<file path="config.mk">
export PLATFORM = sky130hd
export DESIGN_NAME = uart_frame_parser
export DESIGN_NICKNAME = d
export VERILOG_FILES = /design/src/rtl/uart_frame_parser.sv
export SDC_FILE = /design/constraint.sdc
export NUM_CORES = 1
export LEC_CHECK = 0
export ABC_AREA = 0
export CORE_MARGIN = 4
export CORE_UTILIZATION = 45
export CTS_BUF_LIST = sky130_fd_sc_hd__clkbuf_8
export DETAILED_ROUTE_END_ITERATION = 8
export GPL_ROUTABILITY_DRIVEN = 0
export PLACE_DENSITY = 0.67
export SLEW_MARGIN = 15
export SYNTH_ARGS = -nofsm -noshare
export SYNTH_HDL_FRONTEND = slang
export SYNTH_SLANG_ARGS = --single-unit
</file>
<file path="constraint.sdc">
create_clock -name sys_clk -period 1.81 [get_ports sys_clk]
set_input_delay 0.181 -clock sys_clk [delete_from_list [all_inputs] [get_ports sys_clk]]
set_output_delay 0.181 -clock sys_clk [all_outputs]
set_load 0.05 [all_outputs]
</file>
<file path="src/rtl/uart_frame_parser.sv">
// Framed-packet parser behind a UART byte receiver: HDR, LEN, PAYLOAD[LEN], CSUM.
// Payload is buffered and released on a valid/ready stream only after the checksum matches.
module uart_frame_parser #(
    parameter int         MAX_LEN      = 16,
    parameter logic [7:0] HDR          = 8'hA5,
    parameter int         TIMEOUT_CLKS = 156240
) (
    input  logic       sys_clk,
    input  logic       rst_n,
    input  logic [7:0] rx_data,
    input  logic       rx_valid,
    output logic [7:0] out_data,
    output logic       out_valid,
    input  logic       out_ready,
    output logic       out_last,
    output logic       frame_ok,
    output logic       frame_err,
    output logic [1:0] err_code,
    output logic       overrun,
    output logic       busy
);

    localparam int IDX_W = (MAX_LEN > 2) ? $clog2(MAX_LEN) : 1;
    localparam int GAP_W = (TIMEOUT_CLKS > 2) ? $clog2(TIMEOUT_CLKS) : 1;
    localparam logic [GAP_W-1:0] GAP_TC    = GAP_W'(TIMEOUT_CLKS - 1);
    localparam logic [7:0]       MAX_LEN_B = 8'(MAX_LEN);

    typedef enum logic [2:0] {
        S_IDLE,
        S_LEN,
        S_PAYLOAD,
        S_CSUM,
        S_DRAIN
    } state_t;

    state_t           state_q, state_d;
    logic [7:0]       len_q, len_d;
    logic [7:0]       sum_q, sum_d;
    logic [7:0]       wr_idx_q, wr_idx_d;
    logic [7:0]       rd_idx_q, rd_idx_d;
    logic [GAP_W-1:0] gap_q, gap_d;
    logic [7:0]       out_data_q, out_data_d;
    logic             out_valid_q, out_valid_d;
    logic             out_last_q, out_last_d;
    logic             frame_ok_q, frame_ok_d;
    logic             frame_err_q, frame_err_d;
    logic [1:0]       err_code_q, err_code_d;
    logic             overrun_q, overrun_d;
    logic             mem_we;

    logic [7:0] pay_mem [MAX_LEN];

    always_ff @(posedge sys_clk) begin
        if (mem_we) begin
            pay_mem[wr_idx_q[IDX_W-1:0]] <= rx_data;
        end
    end

    always_comb begin
        state_d     = state_q;
        len_d       = len_q;
        sum_d       = sum_q;
        wr_idx_d    = wr_idx_q;
        rd_idx_d    = rd_idx_q;
        gap_d       = '0;
        out_data_d  = out_data_q;
        out_valid_d = out_valid_q;
        out_last_d  = out_last_q;
        frame_ok_d  = 1'b0;
        frame_err_d = 1'b0;
        err_code_d  = err_code_q;
        overrun_d   = 1'b0;
        mem_we      = 1'b0;

        case (state_q)
            S_IDLE: begin
                if (rx_valid && rx_data == HDR) begin
                    state_d = S_LEN;
                end
            end
            S_LEN: begin
                if (rx_valid) begin
                    if (rx_data == 8'd0 || rx_data > MAX_LEN_B) begin
                        frame_err_d = 1'b1;
                        err_code_d  = 2'd1;
                        state_d     = S_IDLE;
                    end else begin
                        len_d    = rx_data;
                        sum_d    = rx_data;
                        wr_idx_d = 8'd0;
                        state_d  = S_PAYLOAD;
                    end
                end
            end
            S_PAYLOAD: begin
                if (rx_valid) begin
                    mem_we   = 1'b1;
                    sum_d    = sum_q + rx_data;
                    wr_idx_d = wr_idx_q + 8'd1;
                    if (wr_idx_q + 8'd1 == len_q) begin
                        state_d = S_CSUM;
                    end
                end
            end
            S_CSUM: begin
                if (rx_valid) begin
                    if (rx_data == sum_q) begin
                        frame_ok_d = 1'b1;
                        rd_idx_d   = 8'd0;
                        state_d    = S_DRAIN;
                    end else begin
                        frame_err_d = 1'b1;
                        err_code_d  = 2'd2;
                        state_d     = S_IDLE;
                    end
                end
            end
            S_DRAIN: begin
                overrun_d = rx_valid;
                // rd_idx is the fetch pointer: it runs one ahead of the byte on out_data.
                if (!out_valid_q || (out_ready && !out_last_q)) begin
                    out_data_d  = pay_mem[rd_idx_q[IDX_W-1:0]];
                    out_valid_d = 1'b1;
                    out_last_d  = (rd_idx_q == len_q - 8'd1);
                    rd_idx_d    = rd_idx_q + 8'd1;
                end else if (out_ready) begin
                    out_valid_d = 1'b0;
                    out_last_d  = 1'b0;
                    state_d     = S_IDLE;
                end
            end
            default: state_d = S_IDLE;
        endcase

        // Inter-byte gap watchdog; a byte arriving on the terminal count wins.
        if ((state_q == S_LEN || state_q == S_PAYLOAD || state_q == S_CSUM) && !rx_valid) begin
            if (gap_q == GAP_TC) begin
                frame_err_d = 1'b1;
                err_code_d  = 2'd3;
                state_d     = S_IDLE;
            end else begin
                gap_d = gap_q + 1'b1;
            end
        end
    end

    always_ff @(posedge sys_clk or negedge rst_n) begin
        if (!rst_n) begin
            state_q     <= S_IDLE;
            len_q       <= '0;
            sum_q       <= '0;
            wr_idx_q    <= '0;
            rd_idx_q    <= '0;
            gap_q       <= '0;
            out_data_q  <= '0;
            out_valid_q <= 1'b0;
            out_last_q  <= 1'b0;
            frame_ok_q  <= 1'b0;
            frame_err_q <= 1'b0;
            err_code_q  <= '0;
            overrun_q   <= 1'b0;
        end else begin
            state_q     <= state_d;
            len_q       <= len_d;
            sum_q       <= sum_d;
            wr_idx_q    <= wr_idx_d;
            rd_idx_q    <= rd_idx_d;
            gap_q       <= gap_d;
            out_data_q  <= out_data_d;
            out_valid_q <= out_valid_d;
            out_last_q  <= out_last_d;
            frame_ok_q  <= frame_ok_d;
            frame_err_q <= frame_err_d;
            err_code_q  <= err_code_d;
            overrun_q   <= overrun_d;
        end
    end

    assign out_data  = out_data_q;
    assign out_valid = out_valid_q;
    assign out_last  = out_last_q;
    assign frame_ok  = frame_ok_q;
    assign frame_err = frame_err_q;
    assign err_code  = err_code_q;
    assign overrun   = overrun_q;
    assign busy      = (state_q != S_IDLE);

endmodule

</file>
### Yosys cells after proc, flatten, opt, wreduce, memory -nomap -nowiden

Memories as Yosys holds them, arrays and structs flattened. A register that Yosys moved wholly into a read port is not among the register bits.
Cells that the tools add are included.
W data, S select, Z words.

| word-level totals | value |
|---|---|
| register bits after elaboration | 60 |
| bits in latches | 0 |
| RAM bits | 128 |
| memory bits (read-only) | 0 |
| output and inout port bits | 16 |
| logic and storage cells | 108 |
| memories | 1 |

| operators by class | value |
|---|---|
| add/sub/neg operators | 5 |
| multipliers | 0 |
| div/mod/pow operators | 0 |
| order comparisons | 1 |
| equality and inequality tests | 15 |
| shift operators | 0 |
| multiplexer cells | 51 |
| bitwise gates (word level) | 1 |
| reductions and logical operators | 22 |

Memory list:

| name | depth | width | read ports | clocked after memory_dff | wr ports | line | RTL |
|---|---|---|---|---|---|---|---|
| pay_mem | 16 | 8 | 1 | 1 | 1 | 51 | `logic [7:0] pay_mem [MAX_LEN];` |

Operators with widths:

| cell | number |
|---|---|
| $mux W8 | 9 |
| $pmux W8 S2 | 3 |
| $mux W18 | 2 |
| $mux W3 | 10 |
| $eq A8 B8 Y1 | 3 |
| $add A18 B1 Y18 const B | 1 |
| $eq A18 B18 Y1 const B | 1 |
| $mux W1 | 17 |
| $add A8 B1 Y8 const B | 2 |
| $pmux W3 S5 | 1 |
| $mux W2 | 7 |
| $ne A2 B2 Y1 const B | 6 |
| $add A8 B8 Y8 | 1 |
| $eq A8 B8 Y1 const B | 1 |
| $gt A8 B5 Y1 const B | 1 |
| $logic_not A8 Y1 | 1 |
| $reduce_and A4 Y1 | 2 |
| $sub A8 B1 Y8 const B | 1 |
| $eq A3 B2 Y1 const B | 2 |
| $reduce_bool A2 Y1 | 3 |
| $logic_not A1 Y1 | 4 |
| $logic_or A1 B1 Y1 | 4 |
| $pmux W2 S2 | 1 |
| $reduce_and A2 Y1 | 2 |
| 8 further kinds | 10 |

### Logic depth before layout (Yosys ltp)

Gate-level depths: netlist (run 1).

| logic depth | value |
|---|---|
| word-level depth | 7 |
| mapped depth | 9 |
| gate-level depth less buffers | 9 |

### Worst setup path after synthesis (run 1)

OpenSTA, ideal clock, no wires.

| timing path | value |
|---|---|
| kind | register to register |
| from | register sum_q[6] |
| to | register rd_idx_q[0] |
| setup time | 0.134 ns |
| data arrival time | 1.843 ns |
| required time | 1.676 ns |
| setup slack | -0.167 ns |
| cell stages (with the launch flop) | 9 |
| buffers on the path | 1 |
| period minus slack after synthesis | 1.977 ns |
| cells stage by stage | dfrtp_1 ha_1 nor4_1 nand2_1 nor4_1 and3_1 buf_2 nand3b_1 o21ai_0 |

| between the ends | value |
|---|---|
| word-level cells in the longest chain between the ends | 3 |

Ends and longest elaborated chain:

| item | line | RTL |
|---|---|---|
| start, declared | 38 | `logic [7:0] sum_q, sum_d;` |
| start signal, assigned | 165 | `sum_q <= sum_d;` |
| $eq A8 B8 Y1 | 107 | `if (rx_data == sum_q) begin` |
| $ne A2 B2 Y1 (no line) | - |  |
| $reduce_and A4 Y1 (no line) | - |  |
| end signal, assigned | 167 | `rd_idx_q <= rd_idx_d;` |
| end, declared | 40 | `logic [7:0] rd_idx_q, rd_idx_d;` |

Every way passes these cells.
A chain may end at the register's enable or synchronous reset.

### Worst setup path in the final report (run 1)

| timing path | value |
|---|---|
| from | register sum_q[2] |
| to | register rd_idx_q[0] |

Same word-level chain as after synthesis.

==> flow_summary.yaml, run 1 <==
timing:
  slew_headroom: 0.5887
  timing.setup.tns_ns: -0.5170
  fmax_mhz: 527.3
  slew_viol_final: 0
  hold_viol: 0
  setup_viol: 18
  period_minus_slack_ns: 1.897
  timing.final.ws_setup_ns: -0.08654
  worst_clock_skew_ns: 0.01748
  worst_pin_slew_ns: 0.6084
  period_share: 1.048
  grt_setup_unrepaired: "yes"
placed_design:
  dp_hpwl_mm: 13.77
  dp_cells: 980
  portBuffers: 27
yosys:
  syn-num-nets: 665
  synth_fa_ha_area_frac: 0.02197
  synth_cells: 638
  syn_area_per_cell_um2: 13.92
  muxShareOfSynthArea: 0.1110
  ys.flop_type: "edfxtp_1"
  ys_ff_latch: 196
  synth-simple-area-share: 0.1154
  synth_top_family_by_area: "simple AND/OR/NAND/NOR gates"
  synthXorXnorAreaFrac: 0.04634
  async_flop_share: 0.3469
  syn_area_mm2: 0.008884
  synth_edf_count: 128
  synth.distinct_cells: 61
  yosys_warnings: 0
  synth_compound_area_frac: 0.05831
  yosysSeqAreaShare: 0.6242
detailed_routing:
  wire_per_inst_um: 19.93
  drc: 0
  vias: 5649
  via_per_inst: 5.458
  drtPass1Iterations: 5
  routed_wl_mm: 20.63
  drt_iter0_markers: 338
  ant_nets: 0
floorplan:
  rows: 51
  initial_core_util: 0.4564
  die_w_um: 148.5
  die-area_mm2: 0.02205
  core_mm2: 0.01946
  die_y_um: 148.5
  ios: 28
layout:
  syn_to_final_growth_pct: 25.06
  final_cells: 1035
  fillCellCount: 1547
  diodes: 0
  mostFrequentLayoutCells: "edfxtp_1, buf_4, dfrtp_1"
  nNetsFinal: 784
  drive_above_1_share: 0.3468
  final_common_cell: "edfxtp_1"
grt:
  antenna_found_initial: 0
  track_usage: 0.1934
  grt_pass1_wl_mm: 32.71
  grt_start_max_net_pins: 42
  grt_pass1_vias: 5907
  grt-ovfl-total: 0
clocking:
  htree_num_levels: 4
  cts_root_buf: "clkbuf_8"
  numCtsBuffers: 17
  clockBufferDepth: 2
  insertion_delay_ns: 0.47
  path_clk_slew_ns: 0.11
  tritoncts: "yes"
  cts_sinks: 196
status:
  outcome: "finished with violations"
  violations: "negative setup slack"
power_and_ir_drop:
  powerDensity_mw_per_mm2: 906.6
  p_leak_nw: 4.239
  ir_drop_v: 0.0004738
  power_mw: 10.07
critical_path:
  end_kind: "flop"
  cp_data_required_time_ns: 2.16
  cp-start-kind: "flop"
  crit_fanout: 5
  critical_path_class: "flop to flop"
  arrival_ns: 2.25
worst_hold_path:
  worstHoldPathType: "primary input to async pin"
flow_run:
  maxCapViolations: 0
[path summary, 6_finish.rpt]
path	from	end	depth (start not counted)	slack, ns
max reg2reg	sum_q[2]	rd_idx_q[0]	9	-0.09
min reg2reg	sum_q[0]	sum_q[0]	2	0.51
max in group asynchronous	rst_n	wr_idx_q[3]	3	1.02
min	rst_n	out_data[3]	2	0.19
max	sum_q[2]	rd_idx_q[0]	9	-0.09
min in group sys_clk	rx_data[0]	pay_mem[2][0]	1	0.26
[power by group]
group	internal (mW)	total, mW	switching [mW]	leakage (nW)
clock	1.02	2.68	1.67	0.186
combinational	1.09	2.31	1.22	2.00
sequential	4.91	5.08	0.163	2.06
total	7.02	10.1	3.06	4.24
[layer usage]
metal	global-route usage	part of all wire
met5	0	0
met4	0.05035	0.014
met3	0.03169	0.040
met1	0.2532	0.42
met2	0.3376	0.52
[cell usage after synthesis (14+ instances only)]
cell / count / area share
o21ai_0: 25 / 0.014
and3_1: 20 / 0.014
xor2_1: 23 / 0.023
mux4_2: 32 / 0.081
nor2_1: 60 / 0.025
ha_1: 14 / 0.020
xnor2_1: 24 / 0.024
edfxtp_1: 128 / 0.43
dfrtp_1: 68 / 0.19
nand2_1: 43 / 0.018
clkbuf_1: 14 / 0.0059
[per-stage QoR]
stage | setup slack, ns | hold WS [ns] | area (um^2) | util
6_report | -0.08654 | 0.1873 | 11110 | 0.5708
5_1_grt | -0.2368 | 0.1971 | 11110 | 0.5708
4_1_cts | -0.1101 | 0.1891 | 10900 | 0.5603
3_5_place_dp | -0.7396 | 0.1604 | 10170 | 0.5224
3_3_place_gp | -0.5864 | 0.1624 | 10170 | 0.5224
2_1_floorplan | -0.06879 | -0.1146 | 8992 | -
[state kept, by name (all words and copies together) (netlist names), 2 cells and up]
register  count
out_data      8
wr_idx_q      8
sum_q         8
len_q         8
gap_q        18
rd_idx_q      8
err_code      2
pay_mem     128
state_q       3
[logic make-up (layout without fill, tap and decap cells)]
| group | after synthesis | in the layout |
|---|---|---|
| adder cells (fa/ha/maj) | 15 | 15 |
| AND/OR/NAND/NOR | 203 | 205 |
| buffers and inverters | 42 | 172 |
| XOR/XNOR | 47 | 47 |
| multiplexers | 57 | 57 |
| flip-flops | 196 | 196 |
| AO/OA/AOI/OAI | 78 | 78 |
[timing repair]
item,4_1_cts,5_1_grt
endpoints found under the setup margin,126,161
setup buffers,12,8
hold buffers,1,0
cloned,4,1
pin swaps,22,16
endpoints found under the hold margin,12,0
resized for setup,84,40
[worst max-delay path, cell delays in order (launching register included)]
cell,delay (ns)
dfrtp_1,0.43
ha_4,0.24
nor4_4,0.26
nand2_1,0.08
nor4_2,0.14
buf_4,0.16
and3_4,0.19
buf_6,0.12
nand3b_1,0.10
o21ai_1,0.06
[cell type report]
cell class	count	area, um^2	share of cell area
Clock buffer	17	234.0	0.02106
Clock inverter	15	146.4	0.01318
Sequential cell	196	5547	0.4993
Tap cell	265	331.6	0.02985
Multi-Input combinational cell	402	3567	0.3211
Timing Repair Buffer	131	1250	0.1125
Inverter	9	33.78	0.003041
No activity file was read; power rests on OpenSTA's default activity.
==> run 2: changes to the inputs <==
--- a/config.mk
+++ b/config.mk
@@ -12,6 +12,7 @@
 export DETAILED_ROUTE_END_ITERATION = 8
 export GPL_ROUTABILITY_DRIVEN = 0
 export PLACE_DENSITY = 0.67
+export SETUP_SLACK_MARGIN = 0.2
 export SLEW_MARGIN = 15
 export SYNTH_ARGS = -nofsm -noshare
 export SYNTH_HDL_FRONTEND = slang
==> flow_summary.yaml, run 2 (synthesis gave the netlist of run 1 again) <==
detailed_routing:
  via_per_inst: 5.513
  wire_per_inst_um: 19.63
  routed_wl_mm: 20.57
  drc: 0
  drt_iter0_markers: 445
  drtPass1Iterations: 5
  ant_nets: 0
  vias: 5778
floorplan:
  die_w_um: 148.5
  initial_core_util: 0.4564
  rows: 51
  die_y_um: 148.5
  ios: 28
  core_mm2: 0.01946
  die-area_mm2: 0.02205
timing:
  grt_setup_unrepaired: "yes"
  worst_clock_skew_ns: 0.01795
  fmax_mhz: 526.5
  period_share: 1.049
  hold_viol: 0
  period_minus_slack_ns: 1.899
  timing.final.ws_setup_ns: -0.08917
  slew_headroom: 0.6643
  holdWs_ns: 0.1755
  slew_viol_final: 0
  worst_pin_slew_ns: 0.5030
  setup_viol: 35
grt:
  antenna_found_initial: 0
  track_usage: 0.1926
  grt_pass1_wl_mm: 32.68
  grt_start_max_net_pins: 56
  grt_pass1_vias: 5961
  grt-ovfl-total: 0
critical_path:
  r2r_start: "rd_idx_q[0]"
  critical_path_class: "flop to flop"
  end_kind: "flop"
  cp-start-kind: "flop"
  arrival_ns: 2.26
  crit_fanout: 7
  cp_data_required_time_ns: 2.17
  critical_path.startpoint: "rd_idx_q[0]"
power_and_ir_drop:
  ir_drop_v: 0.0004876
  powerDensity_mw_per_mm2: 905.5
  p_leak_nw: 4.357
clocking:
  tritoncts: "yes"
  insertion_delay_ns: 0.47
  path_clk_slew_ns: 0.11
  cts_root_buf: "clkbuf_8"
  htree_num_levels: 4
  cts_sinks: 196
  numCtsBuffers: 17
  clockBufferDepth: 2
layout:
  final_common_cell: "edfxtp_1"
  diodes: 0
  postLayoutCellArea_mm2: 0.01151
  fillCellCount: 1480
  largest_reg_flops: 128
  nNetsFinal: 797
  final_cells: 1048
  drive_above_1_share: 0.4061
  mostFrequentLayoutCells: "edfxtp_1, buf_4, dfrtp_1"
  syn_to_final_growth_pct: 29.54
worst_hold_path:
  worstHoldPathType: "primary input to async pin"
placed_design:
  dp_cells: 974
  dp_hpwl_mm: 13.61
  place_area_mm2: 0.01023
  portBuffers: 27
status:
  violations: "negative setup slack"
  outcome: "finished with violations"
flow_run:
  maxCapViolations: 0
==> run 2: report_power, final <==
part | internal, mW | switching, mW | leakage [nW] | total (mW)
combinational | 1.16 | 1.27 | 2.11 | 2.42
sequential | 4.92 | 0.169 | 2.05 | 5.08
clock | 1.18 | 1.73 | 0.200 | 2.91
==> run 2: worst max-delay path, stage by stage, from the launching register on <==
cell and delay [ns]:
dfrtp_2 0.43, buf_6 0.12, buf_12 0.13, mux4_2 0.52, mux2_4 0.29, a221o_1 0.30
==> run 2: what timing repair did <==
action	4_1_cts	5_1_grt
resized for setup	95	71
gates cloned	6	0
endpoints found under the setup margin	207	202
pin swaps	44	26
buffers inserted	25	10
hold buffers	1	0
hold endpoints to repair	13	0
==> run 2: final cells by class <==
class / instances / area, um^2 / area share
multi-input combinational: 403 / 3774 / 0.3279
sequential: 196 / 5552 / 0.4824
clock inverter: 15 / 181.4 / 0.01577
inverter: 9 / 33.78 / 0.002936
clock buffer: 17 / 234.0 / 0.02033
tap: 265 / 331.6 / 0.02881
timing repair buffer: 143 / 1401 / 0.1218
==> run 2: per-layer routing <==
layer  global-route usage  vias to the layer above  share of wire
met5                    0                        -              0
met4              0.05958                        0          0.018
met3              0.03291                       30          0.043
met2               0.3342                      129           0.52
met1               0.2486                     2964           0.42
li1                     -                     2655              -
==> run 2: final timing paths <==
kind | end | slack, ns | depth (start not counted)
worst max-delay path | out_data[0] | -0.09 | 5
worst min-delay path | out_data[1] | 0.18 | 2
worst max register to register | out_data[0] | -0.09 | 5
worst min register to register | sum_q[4] | 0.52 | 2
max in group asynchronous | wr_idx_q[3] | 0.95 | 3
min in group sys_clk | pay_mem[1][3] | 0.22 | 2
==> run 2: metrics by stage <==
step	setup TNS, ns	power (mW)	utilization	setup WS [ns]
after global routing	-7.398	10.84	0.5913	-0.1785
after floorplan	-0.02185	6.655	-	-0.02185
final	-1.233	10.42	0.5913	-0.08917
after CTS	-1.675	10.43	0.5757	-0.08455
after global placement	-20.47	7.393	0.5259	-0.6196
after detailed placement	-23.01	7.451	0.5259	-0.6520
